===== src/rtl/negate_serial.sv =====
// rtl/negate_serial.sv - bit-serial two's-complement negation (~a + 1), LSB first
// Three-state handshake FSM; results held stable until the downstream accepts them.
module negate_serial #(
  parameter int WIDTH = 8
) (
  input  logic             clk,
  input  logic             rst_n,
  input  logic             in_valid,
  input  logic [WIDTH-1:0] in_data,
  output logic             in_ready,
  output logic             out_valid,
  input  logic             out_ready,
  output logic [WIDTH-1:0] out_data,
  output logic             carry_out,
  output logic             overflow,
  output logic             busy
);

  localparam int CW = $clog2(WIDTH);
  localparam logic [CW-1:0] LAST = CW'(WIDTH - 1);

  typedef enum logic [1:0] {IDLE, BUSY, DONE} state_t;

  state_t           state;
  logic [WIDTH-1:0] sreg;
  logic [WIDTH-1:0] res;
  logic [CW-1:0]    cnt;
  logic             carry;
  logic             sum;
  logic             carry_nxt;

  // One half-adder step of the +1 ripple, seeded with carry=1 on acceptance.
  always_comb begin
    sum       = sreg[0] ^ carry;
    carry_nxt = sreg[0] & carry;
  end

  always_ff @(posedge clk) begin
    if (!rst_n) begin
      state     <= IDLE;
      in_ready  <= 1'b1;
      out_valid <= 1'b0;
      busy      <= 1'b0;
      sreg      <= '0;
      res       <= '0;
      cnt       <= '0;
      carry     <= 1'b0;
      out_data  <= '0;
      carry_out <= 1'b0;
      overflow  <= 1'b0;
    end else begin
      case (state)
        IDLE: begin
          if (in_valid && in_ready) begin
            sreg     <= in_data;
            carry    <= 1'b1;
            cnt      <= '0;
            state    <= BUSY;
            in_ready <= 1'b0;
            busy     <= 1'b1;
          end
        end
        BUSY: begin
          sreg  <= sreg >> 1;
          res   <= {sum, res[WIDTH-1:1]};
          carry <= carry_nxt;
          cnt   <= cnt + 1'b1;
          // Carry into the MSB is the carry held while processing the last bit.
          if (cnt == LAST) begin
            out_data  <= {sum, res[WIDTH-1:1]};
            carry_out <= carry_nxt;
            overflow  <= carry ^ carry_nxt;
            state     <= DONE;
            busy      <= 1'b0;
            out_valid <= 1'b1;
          end
        end
        DONE: begin
          if (out_ready) begin
            state     <= IDLE;
            out_valid <= 1'b0;
            in_ready  <= 1'b1;
          end
        end
        default: begin
          state     <= IDLE;
          in_ready  <= 1'b1;
          out_valid <= 1'b0;
          busy      <= 1'b0;
        end
      endcase
    end
  end

endmodule

===== config.mk =====
export PLATFORM = sky130hd
export DESIGN_NAME = negate_serial
export DESIGN_NICKNAME = d
export VERILOG_FILES = /design/src/rtl/negate_serial.sv
export SDC_FILE = /design/constraint.sdc
export NUM_CORES = 1
export LEC_CHECK = 0
export ABC_AREA = 1
export CELL_PAD_IN_SITES_DETAIL_PLACEMENT = 1
export CELL_PAD_IN_SITES_GLOBAL_PLACEMENT = 1
export CORE_MARGIN = 3
export CORE_UTILIZATION = 40
export DETAILED_ROUTE_END_ITERATION = 8
export GPL_ROUTABILITY_DRIVEN = 0
export GPL_TIMING_DRIVEN = 0
export PLACE_DENSITY = 0.85
export SLEW_MARGIN = 40
export SYNTH_ARGS = -nofsm -noshare
export SYNTH_HDL_FRONTEND = slang
export SYNTH_SLANG_ARGS = --single-unit

===== constraint.sdc =====
create_clock -name clk -period 1.8 [get_ports clk]
set_input_delay 0.36 -clock clk [delete_from_list [all_inputs] [get_ports clk]]
set_output_delay 0.36 -clock clk [all_outputs]
set_load 0.005 [all_outputs]

# Word-level counts from Yosys, hierarchy flattened
# Cells that the tools add are included.
# word_totals
memories	0
input_bits	12
mem_bits_rw	0
ff_bits	35
wordCells	51
romBits	0
output_inout_bits	13
latch_bits	0
# classes
n_lt_le_gt_ge	0
n_mux	18
eq_ne	6
bitwise_logic	6
reduce_logical	9
n_mul	0
add_sub_neg	1
n_shift	0
n_div	0
# op_table
operator	n
$pmux W8 S2	1
$reduce_and A3 Y1	4
$pmux W1 S3	3
$mux W8	1
$mux W1	6
$mux W2	3
$ne A2 B2 Y1 const B	3
$pmux W2 S3	1
$pmux W3 S2	1
$reduce_and A2 Y1	2
$add A3 B1 Y3 const B	1
$eq A3 B3 Y1 const B	1
$mux W3	1
$not A1 Y1	3
$eq A2 B1 Y1 const B	1
$eq A2 B2 Y1 const B	1
$logic_not A2 Y1	1
$pmux W1 S2	1
$reduce_bool A2 Y1	1
$xor A1 B1 Y1	2
$and A1 B1 Y1	1
$logic_and A1 B1 Y1	1

# Depth between registers and ports, before layout
# logic_depth
word_depth	3
depth_mapped	8
ltp_nobuf	6

# Worst setup path after synthesis
# Ideal clock, no wire load.
# synth_timing
path_kind	reg2reg
start	register cnt[0]
end	register out_data[7]
path_buffers	1
arrival_ns	1.126
setup_time_ns	0.070
synth_period_minus_slack_ns	1.197
setup_slack_ns	0.603
stages_incl_launch_ff	6
path_cell_list	dfxtp_1 > ha_1 > ha_1 > clkbuf_1 > nand3_1 > a21oi_1
# synth_between
elab_chain_cells	2
# synth_lines
item	line	source
from (decl)	27	logic [CW-1:0] cnt;
from (signal assigned)	67	cnt <= cnt + 1'b1;
$eq A3 B3 Y1	69	if (cnt == LAST) begin
$reduce_and A2 Y1 (no source line)	-	
to (signal assigned)	70	out_data <= {sum, res[WIDTH-1:1]};
to (decl)	13	output logic [WIDTH-1:0] out_data,
# No other way between the ends.
# A chain may end at the register's enable or synchronous reset.

# Worst setup path after layout
# layout_timing
start	register in_ready
end	output in_ready
# layout_lines
item	line	source
from (decl)	10	output logic in_ready,
from (signal assigned)	41	in_ready <= 1'b1;
from (signal assigned)	59	in_ready <= 1'b0;
from (signal assigned)	82	in_ready <= 1'b1;
# No word-level cell between the ends.

==> out/metrics.cfg <==
[power_and_ir_drop]
p_seq_share_pct = 49.1
ir_worst_vdd_uv = 483
power_mw = 1.71
p_switching_mw = 0.481
pwr-share-clk_pct = 34.5
internal-power_mw = 1.23
sw_frac_of_total_pct = 28.1
p_comb_share_pct = 16.4
leakagePower_nw = 0.829
power_density_nw_per_um2 = 908

[yosys]
synth_adder_area_share_pct = 3.35
synth_area_um2 = 1490
yosysTopAreaCellShare_pct = 45.6
muxShareOfSynthArea_pct = 0
ys_ff_latch = 34
postSynthCellCount = 207
yosysTopAreaCell = dfxtp_1
synthSimpleGateAreaFrac_pct = 31.9
yosys-top-cells-area = dfxtp_1 46%, nand2_1 14%, nand3_1 8.0%
synth_fp_nets = 223
synth-compound-area-share_pct = 9.05
ys_seq_area_share_pct = 45.6
synth_top_family_by_area = simple AND/OR/NAND/NOR gates
synth_xor_area_share_pct = 0
yosys.cell_types.count = 17
syn_avg_cell_area_um2 = 7.21
synth_warnings = 0

[cts]
tritoncts = done
cts.sinks = 34
cts_setup_buffers = 0
ctsResizeCount = 0
cts_hold_buf = 0
cts_buffer_depth = 2
clk_pin_slew_ps = 70
htreeDepth = 2
cts-root-buf = clkbuf_8
clk-insertion-delay-late_ps = 290
cts_buffers = 5

[sta]
finalCritPeriodShare_pct = 86.9
fmax_mhz = 639
slew_viol_final = 0
skew_ps = 5.93
hold_viol_final = 0
relSlewSlack_pct = 67.6
setup_viol = 0
rsz0062_at_grt = no
fin_setup_tns_ps = 0
final.min_clock_period_ps = 1560
tightest_slew_ps = 486

[placement]
hpwl_um = 2430
port_buffers = 24
placed_area_um2 = 1790

[worst_setup_path]
slowest_delay_ps = 530
cp-end-kind = output port
path_delay_family = buffers and inverters
crit_buf_inv = 1
worstSetupPathType = flip-flop to output port
required_ps = 1440
r2r_cells = 5
path_depth = 1
critPathArrivalTime_ps = 1200
setup.worst_path.start_class = flip-flop
crit_slowest_cell = clkdlybuf4s50_1
path_cells = clkdlybuf4s50_1
ff2ff_setup_slack_ps = 240
worstPathMaxFanout = 4

[detailed_routing]
routedWlPerCell_um = 12.9
drtIter0Drc = 63
viasPerCell = 4.97
wirelength_um = 3670
num_vias = 1416
antenna_left = 0
firstDrtPassIters = 4
route.detailed.drc = 0

[finish]
layout-drive-gt1-share_pct = 8.79
num_antenna_cells = 0
postLayoutCellArea_um2 = 1890
final_nets = 254
final_common_cell = nand2_1
area_growth_syn_to_layout_pct = 26.3
most-common-layout-cells = 54 x nand2_1, 34 x dfxtp_1, 31 x nor2_1

[die]
rows = 21
die_h_um = 67.1
initial_core_util_pct = 43.0
core-area_um2 = 3470
die-width_um = 67.1
num_io_pins = 25
die_area_um2 = 4500

[status]
status = finished, final reports clean

[hold_path]
hold_depth = 2
hold_path_class = flip-flop to flip-flop

[global_route]
gr-usage-all-layers_pct = 18.7
grt_pass1_vias = 1421
grt_max_degree = 12
grt_antenna_before_repair = 0
grt_pass1_wl_um = 6360
overflow = 0

[run]
max_cap_viol_count = 0

-- state kept, by name, summed over array words and instances, names as in the netlist --
register / cells
out_data: 8
sreg: 8
res: 7
cnt: 3
state: 2
busy: 1
carry: 1
carry_out: 1
in_ready: 1
out_valid: 1
overflow: 1
-- power groups by stage --
stage	combinational, mW	sequential, mW	clock (mW)
3_5_place_dp	0.278	0.855	0
4_1_cts	0.284	0.839	0.606
6_report	0.281	0.840	0.591
5_1_grt	0.324	0.846	0.642
3_3_place_gp	0.270	0.853	0
2_1_floorplan	0.194	0.847	0
-- kinds of logic (layout without fill, tap and decap cells) --
| family | count (synthesis) | in the layout |
|---|---|---|
| and+or+nand+nor | 112 | 112 |
| buffers and inverters | 30 | 62 |
| adders and majority gates | 4 | 4 |
| DFF | 34 | 34 |
| AOI/OAI and AO/OA | 27 | 27 |
-- worst paths after layout --
check / end / start
worst max-delay path: in_ready / in_ready
worst min-delay path: overflow / overflow
worst max register to register: out_data[3] / cnt[0]
worst min register to register: overflow / overflow
-- synthesized netlist by cell type, drive strengths merged --
| library cell | count |
|---|---|
| dfxtp | 34 |
| buf | 8 |
| o21ai | 9 |
| nor2 | 32 |
| inv | 19 |
| nand2 | 56 |
| clkbuf | 3 |
| nand3 | 24 |
| ha | 4 |
| a21oi | 18 |
-- metal layers --
metal  global-route usage [%]  wire length, µm  vias up
met5                        0                0        -
met4                     8.35               51        0
met3                     4.22              152        6
met2                     29.2             1660       27
met1                     24.2             1810      670
li1                         -                -      713
-- layout make-up --
| cell class | instances | area [µm²] |
|---|---|---|
| sequential | 34 | 681 |
| timing repair buffer | 24 | 240 |
| clock buffer | 6 | 82.6 |
| tap | 46 | 57.6 |
| multi-input combinational | 143 | 662 |
| clock inverter | 2 | 12.5 |
| fill | 452 | 1580 |
| buffer | 11 | 78.8 |
| inverter | 19 | 71.3 |
-- stage by stage --
step	instances	hold slack (ps)	worst slack, ps	utilization [%]
2_1_floorplan	207	433	603	-
3_3_place_gp	277	451	51.8	51.6
3_5_place_dp	277	456	45.3	51.6
4_1_cts	285	467	226	54.4
5_1_grt	285	480	141	54.4
6_report	285	464	236	54.4
Note: power is estimated with default switching activity, not from simulation.
